$ cat src/rtl/msi_pkg.sv
// Shared types for the MSI home directory: directory and L1 state codes,
// hit/miss verdict codes, writeback codes and controller FSM states.
package msi_pkg;

    typedef enum logic [1:0] {
        DIR_U = 2'd0,
        DIR_S = 2'd1,
        DIR_M = 2'd2
    } dir_state_e;

    localparam logic [1:0] L1_I = 2'b01;
    localparam logic [1:0] L1_S = 2'b10;
    localparam logic [1:0] L1_M = 2'b11;

    localparam logic [1:0] HOM_HIT  = 2'b01;
    localparam logic [1:0] HOM_MISS = 2'b00;

    localparam logic [1:0] WB_NONE = 2'b00;
    localparam logic [1:0] WB_DONE = 2'b01;

    typedef enum logic [2:0] {
        ST_IDLE   = 3'd0,
        ST_LOOKUP = 3'd1,
        ST_INVAL  = 3'd2,
        ST_FETCH  = 3'd3,
        ST_RESP   = 3'd4
    } fsm_state_e;

endpackage

$ cat src/rtl/msi_dir_array.sv
// Directory storage: per-address state, sharer vector, owner and backing memory.
// One combinational read port and one synchronous write port share the address.
module msi_dir_array
    import msi_pkg::*;
#(
    parameter int NUM_PROC = 2,
    parameter int ADDR_W   = 4,
    parameter int DATA_W   = 4,
    parameter int PROC_W   = 1
) (
    input  logic                clk_i,
    input  logic                rst_i,
    input  logic [ADDR_W-1:0]   addr_i,
    output dir_state_e          rd_state_o,
    output logic [NUM_PROC-1:0] rd_sharers_o,
    output logic [PROC_W-1:0]   rd_owner_o,
    output logic [DATA_W-1:0]   rd_data_o,
    input  logic                dir_we_i,
    input  dir_state_e          wr_state_i,
    input  logic [NUM_PROC-1:0] wr_sharers_i,
    input  logic [PROC_W-1:0]   wr_owner_i,
    input  logic                mem_we_i,
    input  logic [DATA_W-1:0]   wr_data_i
);
    localparam int DEPTH = 2**ADDR_W;

    dir_state_e          state_q   [DEPTH];
    logic [NUM_PROC-1:0] sharers_q [DEPTH];
    logic [PROC_W-1:0]   owner_q   [DEPTH];
    logic [DATA_W-1:0]   mem_q     [DEPTH];

    assign rd_state_o   = state_q[addr_i];
    assign rd_sharers_o = sharers_q[addr_i];
    assign rd_owner_o   = owner_q[addr_i];
    assign rd_data_o    = mem_q[addr_i];

    always_ff @(posedge clk_i) begin
        if (rst_i) begin
            // Memory powers up holding its own (truncated) address as data.
            for (int i = 0; i < DEPTH; i++) begin
                state_q[i]   <= DIR_U;
                sharers_q[i] <= '0;
                owner_q[i]   <= '0;
                mem_q[i]     <= DATA_W'(i);
            end
        end else begin
            if (dir_we_i) begin
                state_q[addr_i]   <= wr_state_i;
                sharers_q[addr_i] <= wr_sharers_i;
                owner_q[addr_i]   <= wr_owner_i;
            end
            if (mem_we_i) begin
                mem_q[addr_i] <= wr_data_i;
            end
        end
    end

endmodule

$ cat src/rtl/msi_directory_ctrl.sv
// MSI home-node directory controller: looks up the directory, invalidates sharers or
// fetches from the owner, then responds. Optional counters under MSI_DIR_STATS_EN.
module msi_directory_ctrl
    import msi_pkg::*;
#(
    parameter int NUM_PROC = 2,
    parameter int ADDR_W   = 4,
    parameter int DATA_W   = 4,
    localparam int PROC_W  = (NUM_PROC > 1) ? $clog2(NUM_PROC) : 1
) (
    input  logic                clk_i,
    input  logic                rst_i,
    input  logic                req_valid_i,
    output logic                req_ready_o,
    input  logic [PROC_W-1:0]   req_proc_i,
    input  logic                req_write_i,
    input  logic [ADDR_W-1:0]   req_addr_i,
    input  logic [DATA_W-1:0]   req_data_i,
    input  logic [1:0]          hit_or_miss_i,
    output logic                inv_valid_o,
    output logic [NUM_PROC-1:0] inv_mask_o,
    input  logic                inv_ack_i,
    output logic                fetch_valid_o,
    output logic [PROC_W-1:0]   fetch_proc_o,
    input  logic [DATA_W-1:0]   fetch_data_i,
    input  logic                fetch_ack_i,
    output logic                resp_valid_o,
    output logic [DATA_W-1:0]   resp_data_o,
    output logic [1:0]          resp_state_o,
    output logic [1:0]          write_back_o,
`ifdef MSI_DIR_STATS_EN
    output logic [15:0]         stat_miss_o,
    output logic [15:0]         stat_inv_o,
    output logic [15:0]         stat_wb_o,
`endif
    output fsm_state_e          state_o
);
    localparam bit PROC_POW2 = (2**PROC_W == NUM_PROC);

    fsm_state_e          state_q;
    logic [PROC_W-1:0]   proc_q, fetch_proc_q;
    logic                write_q, wb_q;
    logic [ADDR_W-1:0]   addr_q;
    logic [DATA_W-1:0]   data_q;
    logic [1:0]          hit_q;
    logic                req_ready_q, inv_valid_q, fetch_valid_q, resp_valid_q;
    logic [NUM_PROC-1:0] inv_mask_q;
    logic [DATA_W-1:0]   resp_data_q;
    logic [1:0]          resp_state_q, write_back_q;

    dir_state_e          rd_state, wr_state, eff_state;
    logic [NUM_PROC-1:0] rd_sharers, wr_sharers, req_bit, own_bit, others;
    logic [PROC_W-1:0]   rd_owner, wr_owner;
    logic [DATA_W-1:0]   rd_data;
    logic                dir_we, mem_we, is_hit, foreign_m, proc_ok;

    assign proc_ok = PROC_POW2 || (int'(req_proc_i) < NUM_PROC);
    assign is_hit  = (hit_q == HOM_HIT);

    msi_dir_array #(
        .NUM_PROC(NUM_PROC), .ADDR_W(ADDR_W), .DATA_W(DATA_W), .PROC_W(PROC_W)
    ) u_array (
        .clk_i       (clk_i),
        .rst_i       (rst_i),
        .addr_i      (addr_q),
        .rd_state_o  (rd_state),
        .rd_sharers_o(rd_sharers),
        .rd_owner_o  (rd_owner),
        .rd_data_o   (rd_data),
        .dir_we_i    (dir_we),
        .wr_state_i  (wr_state),
        .wr_sharers_i(wr_sharers),
        .wr_owner_i  (wr_owner),
        .mem_we_i    (mem_we),
        .wr_data_i   (fetch_data_i)
    );

    always_comb begin
        req_bit = '0;
        req_bit[proc_q] = 1'b1;
        own_bit = '0;
        own_bit[fetch_proc_q] = 1'b1;
        // An M entry owned by the requester that now misses lost its copy silently.
        eff_state = (rd_state == DIR_M && rd_owner == proc_q && !is_hit) ? DIR_U : rd_state;
        foreign_m = (eff_state == DIR_M) && (rd_owner != proc_q);
        others    = rd_sharers & ~req_bit;
        dir_we     = 1'b0;
        mem_we     = 1'b0;
        wr_state   = rd_state;
        wr_sharers = rd_sharers;
        wr_owner   = rd_owner;
        case (state_q)
            ST_LOOKUP: begin
                if (!write_q) begin
                    if (!is_hit && !foreign_m) begin
                        dir_we     = 1'b1;
                        wr_state   = DIR_S;
                        wr_sharers = rd_sharers | req_bit;
                    end
                end else if (!foreign_m && !(eff_state == DIR_S && others != '0)) begin
                    dir_we     = 1'b1;
                    wr_state   = DIR_M;
                    wr_sharers = req_bit;
                    wr_owner   = proc_q;
                end
            end
            ST_INVAL: begin
                if (inv_ack_i) begin
                    dir_we     = 1'b1;
                    wr_state   = DIR_M;
                    wr_sharers = req_bit;
                    wr_owner   = proc_q;
                end
            end
            ST_FETCH: begin
                if (fetch_ack_i) begin
                    mem_we = 1'b1;
                    if (!write_q) begin
                        dir_we     = 1'b1;
                        wr_state   = DIR_S;
                        wr_sharers = own_bit | req_bit;
                    end
                end
            end
            default: ;
        endcase
    end

`ifdef MSI_DIR_STATS_EN
    logic [15:0] stat_miss_q, stat_inv_q, stat_wb_q;
    logic        inv_seen_q;
`endif

    always_ff @(posedge clk_i) begin
        if (rst_i) begin
            state_q       <= ST_IDLE;
            req_ready_q   <= 1'b1;
            proc_q        <= '0;
            fetch_proc_q  <= '0;
            write_q       <= 1'b0;
            wb_q          <= 1'b0;
            addr_q        <= '0;
            data_q        <= '0;
            hit_q         <= '0;
            inv_valid_q   <= 1'b0;
            inv_mask_q    <= '0;
            fetch_valid_q <= 1'b0;
            resp_valid_q  <= 1'b0;
            resp_data_q   <= '0;
            resp_state_q  <= '0;
            write_back_q  <= WB_NONE;
`ifdef MSI_DIR_STATS_EN
            stat_miss_q   <= '0;
            stat_inv_q    <= '0;
            stat_wb_q     <= '0;
            inv_seen_q    <= 1'b0;
`endif
        end else begin
            case (state_q)
                ST_IDLE: begin
                    if (req_valid_i && proc_ok) begin
                        proc_q      <= req_proc_i;
                        write_q     <= req_write_i;
                        addr_q      <= req_addr_i;
                        data_q      <= req_data_i;
                        hit_q       <= hit_or_miss_i;
                        req_ready_q <= 1'b0;
                        state_q     <= ST_LOOKUP;
                    end
                end
                ST_LOOKUP: begin
                    if (foreign_m && (write_q || !is_hit)) begin
                        fetch_valid_q <= 1'b1;
                        fetch_proc_q  <= rd_owner;
                        state_q       <= ST_FETCH;
                    end else if (write_q && eff_state == DIR_S && others != '0) begin
                        inv_valid_q <= 1'b1;
                        inv_mask_q  <= others;
`ifdef MSI_DIR_STATS_EN
                        inv_seen_q  <= 1'b1;
`endif
                        state_q     <= ST_INVAL;
                    end else begin
                        resp_valid_q <= 1'b1;
                        resp_data_q  <= write_q ? data_q : rd_data;
                        resp_state_q <= (write_q || (is_hit && rd_state == DIR_M && rd_owner == proc_q))
                                        ? L1_M : L1_S;
                        state_q      <= ST_RESP;
                    end
                end
                ST_INVAL: begin
                    if (inv_ack_i) begin
                        inv_valid_q  <= 1'b0;
                        inv_mask_q   <= '0;
                        resp_valid_q <= 1'b1;
                        resp_data_q  <= data_q;
                        resp_state_q <= L1_M;
                        write_back_q <= wb_q ? WB_DONE : WB_NONE;
                        state_q      <= ST_RESP;
                    end
                end
                ST_FETCH: begin
                    if (fetch_ack_i) begin
                        fetch_valid_q <= 1'b0;
                        wb_q          <= 1'b1;
                        if (!write_q) begin
                            resp_valid_q <= 1'b1;
                            resp_data_q  <= fetch_data_i;
                            resp_state_q <= L1_S;
                            write_back_q <= WB_DONE;
                            state_q      <= ST_RESP;
                        end else begin
                            inv_valid_q <= 1'b1;
                            inv_mask_q  <= own_bit;
`ifdef MSI_DIR_STATS_EN
                            inv_seen_q  <= 1'b1;
`endif
                            state_q     <= ST_INVAL;
                        end
                    end
                end
                ST_RESP: begin
`ifdef MSI_DIR_STATS_EN
                    if (hit_q == HOM_MISS && stat_miss_q != 16'hFFFF) stat_miss_q <= stat_miss_q + 16'd1;
                    if (inv_seen_q && stat_inv_q != 16'hFFFF) stat_inv_q <= stat_inv_q + 16'd1;
                    if (wb_q && stat_wb_q != 16'hFFFF) stat_wb_q <= stat_wb_q + 16'd1;
                    inv_seen_q <= 1'b0;
`endif
                    resp_valid_q <= 1'b0;
                    resp_data_q  <= '0;
                    resp_state_q <= '0;
                    write_back_q <= WB_NONE;
                    wb_q         <= 1'b0;
                    req_ready_q  <= 1'b1;
                    state_q      <= ST_IDLE;
                end
                default: state_q <= ST_IDLE;
            endcase
        end
    end

    assign req_ready_o   = req_ready_q;
    assign inv_valid_o   = inv_valid_q;
    assign inv_mask_o    = inv_mask_q;
    assign fetch_valid_o = fetch_valid_q;
    assign fetch_proc_o  = fetch_proc_q;
    assign resp_valid_o  = resp_valid_q;
    assign resp_data_o   = resp_data_q;
    assign resp_state_o  = resp_state_q;
    assign write_back_o  = write_back_q;
    assign state_o       = state_q;
`ifdef MSI_DIR_STATS_EN
    assign stat_miss_o   = stat_miss_q;
    assign stat_inv_o    = stat_inv_q;
    assign stat_wb_o     = stat_wb_q;
`endif

endmodule

$ cat config.mk
export PLATFORM = sky130hd
export DESIGN_NAME = msi_directory_ctrl
export DESIGN_NICKNAME = d
export VERILOG_FILES = /design/src/rtl/msi_pkg.sv /design/src/rtl/msi_dir_array.sv /design/src/rtl/msi_directory_ctrl.sv
export SDC_FILE = /design/constraint.sdc
export NUM_CORES = 1
export LEC_CHECK = 0
export ABC_CLOCK_PERIOD_IN_PS = 3290
export CAP_MARGIN = 40
export CORE_ASPECT_RATIO = 1.4
export CORE_MARGIN = 8
export CORE_UTILIZATION = 35
export DETAILED_ROUTE_END_ITERATION = 7
export GPL_TIMING_DRIVEN = 0
export HOLD_SLACK_MARGIN = 0.12
export PLACE_DENSITY = 0.6
export SETUP_SLACK_MARGIN = 0.5
export SLEW_MARGIN = 25
export SYNTH_ARGS = -nofsm -noshare
export SYNTH_HDL_FRONTEND = slang
export SYNTH_SLANG_ARGS = --single-unit
$ cat constraint.sdc
create_clock -name clk_i -period 3.29 [get_ports clk_i]
set_clock_uncertainty 0.2 [all_clocks]
set_input_delay 0.658 -clock clk_i [delete_from_list [all_inputs] [get_ports clk_i]]
set_output_delay 0.658 -clock clk_i [all_outputs]
set_load 0.02 [all_outputs]
[Word level (Yosys, flattened, before mapping)]
Memories as Yosys holds them, arrays and structs flattened. A register that Yosys moved wholly into a read port is not among the register bits.
Cells that the tools add are included.
Word-level totals
  register bits after elaboration: 31
  bits in writable memories: 144
  output and inout port bits: 18
  logic and storage cells: 197
  input port bits: 21
  memories: 4
Memories
  u_array.mem_q: words 16, bits a word 4, read ports 1, clocked after Yosys merged registers in 1, wr ports 16, RTL line msi_dir_array.sv:30  | logic [DATA_W-1:0] mem_q [DEPTH];
  u_array.sharers_q: words 16, bits a word 2, read ports 1, clocked after Yosys merged registers in 1, wr ports 16, RTL line msi_dir_array.sv:28  | logic [NUM_PROC-1:0] sharers_q [DEPTH];
  u_array.state_q: words 16, bits a word 2, read ports 1, clocked after Yosys merged registers in 1, wr ports 16, RTL line msi_dir_array.sv:27  | dir_state_e state_q [DEPTH];
  u_array.owner_q: words 16, bits a word 1, read ports 1, clocked after Yosys merged registers in 1, wr ports 16, RTL line msi_dir_array.sv:29  | logic [PROC_W-1:0] owner_q [DEPTH];
Cells by class
  reductions and logical operators: 39
  eq/ne operators: 19
  $lt $le $gt $ge: 4
  bitwise operators: 4
  multiplexer cells: 111
Operators by type and width (count)
  two-way mux 4 bit: 19
  two-way mux 2 bit: 28
  two-way mux 1 bit: 42
  case mux 2 bit (3 select lines): 4
  two-way mux 3 bit: 6
  != test 2 bit (second input constant): 9
  case mux 4 bit (4 select lines): 1
  logical AND 1 bit: 13
  case mux 3 bit (4 select lines): 1
  AND reduction 6 bit: 2
  case mux 1 bit (2 select lines): 4
  case mux 2 bit (4 select lines): 1
  AND reduction 2 bit: 4
  nonzero test 2 bit: 4
  equality test 3 x 2 -> 1 bit (second input constant): 2
  case mux 1 bit (3 select lines): 2
  AND reduction 3 bit: 2
  nonzero test 3 bit: 2
  equality test 2 x 1 -> 1 bit (second input constant): 2
  equality test 2 bit (second input constant): 2
  < comparator 1 x 2 -> 1 bit (second input constant): 2
  OR 2 bit: 2
  case mux 1 bit (4 select lines): 1
  AND reduction 4 bit: 1
  15 further kinds: 21

[Logic depth before layout (Yosys ltp)]
  depth after elaboration: 18
  depth in mapped cells: 12
  depth with buffers taken out: 7

[Cells and area by module]
A second synthesis with hierarchy kept.
Second synthesis, totals
  cell total of the unflattened synthesis: 701
  area total of the unflattened synthesis: 8673.3 µm²
Modules (own cells, without submodules)
  msi_dir_array: sequential area each 4324.1 µm², cells an instance 465, area an instance 6847.8 µm², instances 1
  msi_directory_ctrl: sequential area each 600.6 µm², cells an instance 236, area an instance 1825.5 µm², instances 1

[Worst setup path after synthesis]
No wires, ideal clock.
  kind: register to register
  from: register with a tool-made name
  to: memory u_array.owner_q[11], enable pin
  period minus slack after synthesis: 3.228 ns
  path slack: 0.062 ns
  arrival time: 2.652 ns
  buffers on the path: 2
  data required time: 2.714 ns
  stages on the path, launching flop included: 9
  library setup time: 0.376 ns
  cell sequence: dfxtp_1 > buf_6 > mux4_2 > or4b_1 > o2111a_2 > nand4b_4 > a31oi_2 > clkbuf_1 > o31ai_1
RTL lines (RTL line)
  end, declared: msi_dir_array.sv:29

==> impl_metrics.ini <==
[clocking]
hold_buffers = 0
numCtsBuffers = 17
htree_levels = 4
root_buffer = clkbuf_16
clk_pin_slew_ns = 0.07
cts_max_path_buffers = 2
cts.sinks = 178
cts_tree = built
clock_latency_ns = 0.44

[pwr]
worst_ir_drop_vdd_uv = 259.3
leakage_nw = 3.811
seqPwrFrac_pct = 42.0
p_comb_share_pct = 27.6
swShare_pct = 31.11
internal_power_w = 0.004182
switching_power_w = 0.001889
power_density_mw_per_mm2 = 513.6
finalPower_w = 0.006071
clkPwrFrac_pct = 30.4

[floorplan]
initial_core_util_pct = 35.49
die_area_mm2 = 0.03041
core_mm2 = 0.02467
io_pins = 39
die_w_um = 149.7
rows = 68
die-height_um = 203.2

[sta]
hold_violations = 0
post-route-period-util_pct = 98.67
tightest_slew_ns = 0.9813
setup_slack_ns = 0.04363
finalSetupTns_ns = 0
rsz0062_at_grt = yes
fmax_mhz = 308.0
drv_slew = 0
slew_headroom_pct = 34.58
period_needed_ns = 3.246
setup_viol = 0

[routing]
viasPerCell = 5.647
firstDrtPassIters = 5
wl_um = 26810
drc = 0
drtIter0Drc = 550
wl_per_cell_um = 22.72
drtAntennaViolNets = 0
vias = 6663

[setup_path]
setup.worst_path.end_class = register
crit_type = reg -> reg
worst_ep_arrival_time_ns = 3.20
crit_fanout = 8
startpoint_type = register
required_ns = 3.24

[yosys]
synth_edf_count = 144
synth_top_area_cell = edfxtp_1
yosysMostFrequentCell = edfxtp_1
yosysWarnings = 0
synthesis.area_mm2 = 0.008757
ys_seq_area_share_pct = 57.15
synth_top_area_share_pct = 49.38
yosys-top-cells-count = 144 x edfxtp_1, 83 x nand2_1, 82 x nor3_1
dominantRegCellSynth = edfxtp_1
synth.area.top_cells = edfxtp_1 49%, mux4_2 9.0%, dfxtp_1 7.8%, nor3_1 4.7%, nand2_1 3.6%
syn_nets = 761
syn_inst = 740
netlist-cell-type-count = 61
synth-seq-cells = 178
synth.avg_cell_area_um2 = 11.83
synthArstFlopShare_pct = 0

[global_routing]
antenna_found_initial = 0
grt_max_degree = 17
globalRouteTotalUtil_pct = 17.54
grt_pass1_vias = 6775
overflow = 0
grt_pass1_wl_um = 39990

[hold_path]
hold_path_class = reg -> reg
hp-start = inv_mask_o[0]

[flow_run]
max-cap-violations = 0

[layout]
finish.instance_area_mm2 = 0.01182
area_growth_pct = 34.98
finalNetCount = 873
instances_no_fill = 1180
drive_above_1_share_pct = 33.64
num_antenna_cells = 0

[place]
pre_cts_ws_ns = -0.5475
gp_congestion = 0.8354
dp_hpwl_um = 18560
dpl_cell_area_mm2 = 0.009708
dp_cells = 1094
port_buffers = 36

[outcome]
outcome = completed
critical path, stage by stage (launching register included):
cell	delay, ns
dfxtp_2	0.34
buf_6	0.12
mux4_2	0.52
or4b_1	0.48
o2111a_2	0.19
nand4b_4	0.21
a31oi_4	0.13
buf_12	0.18
clkbuf_16	0.18
o31ai_4	0.22
buf_6	0.16
path summary, 6_finish.rpt:
kind | endpoint | slack, ns | depth (start not counted)
min | inv_mask_o[0] | 0.25 | 2
max reg2reg | u_array.state_q[7][1] | 0.04 | 10
min reg2reg | inv_mask_o[0] | 0.25 | 2
max | u_array.state_q[7][1] | 0.04 | 10
placed cells by master, fill, tap and decap left out, drive strengths merged, types with 5 or more instances in the layout:
| master | Yosys | final |
|---|---|---|
| edfxtp | 144 | 144 |
| mux2i | 21 | 21 |
| a21oi | 27 | 27 |
| nand2b | 9 | 9 |
| nor3 | 85 | 85 |
| clkinv | 1 | 7 |
| nand2 | 83 | 83 |
| nor4 | 21 | 21 |
| nor2b | 10 | 10 |
| o31ai | 7 | 7 |
| or3 | 15 | 15 |
| o21ai | 35 | 35 |
| inv | 18 | 21 |
| mux2 | 5 | 5 |
| dfxtp | 34 | 34 |
| and2 | 13 | 13 |
| nor2 | 42 | 42 |
| buf | 27 | 82 |
| nand3 | 10 | 10 |
| clkdlybuf4s50 | 0 | 36 |
| mux4 | 35 | 35 |
| clkbuf | 41 | 61 |
flip-flops by register name, summed over array words and instances (netlist names), 2 cells and up, named ones only:
signal / cells
resp_state_o: 2
resp_data_o: 4
state_o: 3
data_q: 4
addr_q: 4
u_array.sharers_q: 32
u_array.state_q: 32
u_array.mem_q: 64
u_array.owner_q: 16
hit_q: 2
inv_mask_o: 2
timing repair:
action                     in CTS  in global routing
resized for setup             155                 99
hold endpoints to repair        0                  0
cloned                          5                  1
pin swaps                      35                 15
setup buffers                  40                  7
setup endpoints to repair     303                251
cells by family after synthesis:
kind of cell           Yosys count  synth area share [%]
and+or+nand+nor                304                 17.33
DFF                            178                 57.15
AOI/OAI and AO/OA              109                 8.915
buffers and inverters           87                 4.515
muxes                           61                 12.04
other                            1               0.04282
routing by layer:
layer / wire length [um] / part of all wire (%) / track usage (%)
met5: 0 / 0 / 0
met1: 9664 / 36 / 18.79
met2: 14280 / 53 / 31.55
met3: 1388 / 5.2 / 3.128
met4: 1475 / 5.5 / 10.31
through the flow:
step / utilization (%) / hold slack (ns)
6_report: 47.91 / 0.2549
5_1_grt: 47.91 / 0.2768
4_1_cts: 45.62 / 0.2546
3_5_place_dp: 39.35 / 0.2458
3_3_place_gp: 39.23 / 0.2411
2_1_floorplan: - / 0.2312
layout make-up:
type	instances	area [um2]
Tap cell	315	394.1
Timing Repair Buffer	93	999.7
Fill cell	2124	12850
Clock inverter	13	87.58
Inverter	19	71.32
Buffer	68	589.3
Multi-Input combinational cell	475	4237
Sequential cell	178	5009
Clock buffer	19	432.9
power by group through the flow:
stage | Sequential [W] | Combinational [W] | Clock, W
5_1_grt | 0.00256 | 0.00174 | 0.00194
3_3_place_gp | 0.00260 | 0.00109 | 0
6_report | 0.00255 | 0.00167 | 0.00184
3_5_place_dp | 0.00260 | 0.00110 | 0
2_1_floorplan | 0.00261 | 0.000705 | 0
4_1_cts | 0.00255 | 0.00148 | 0.00185
No activity file was read; power rests on OpenSTA's default activity.
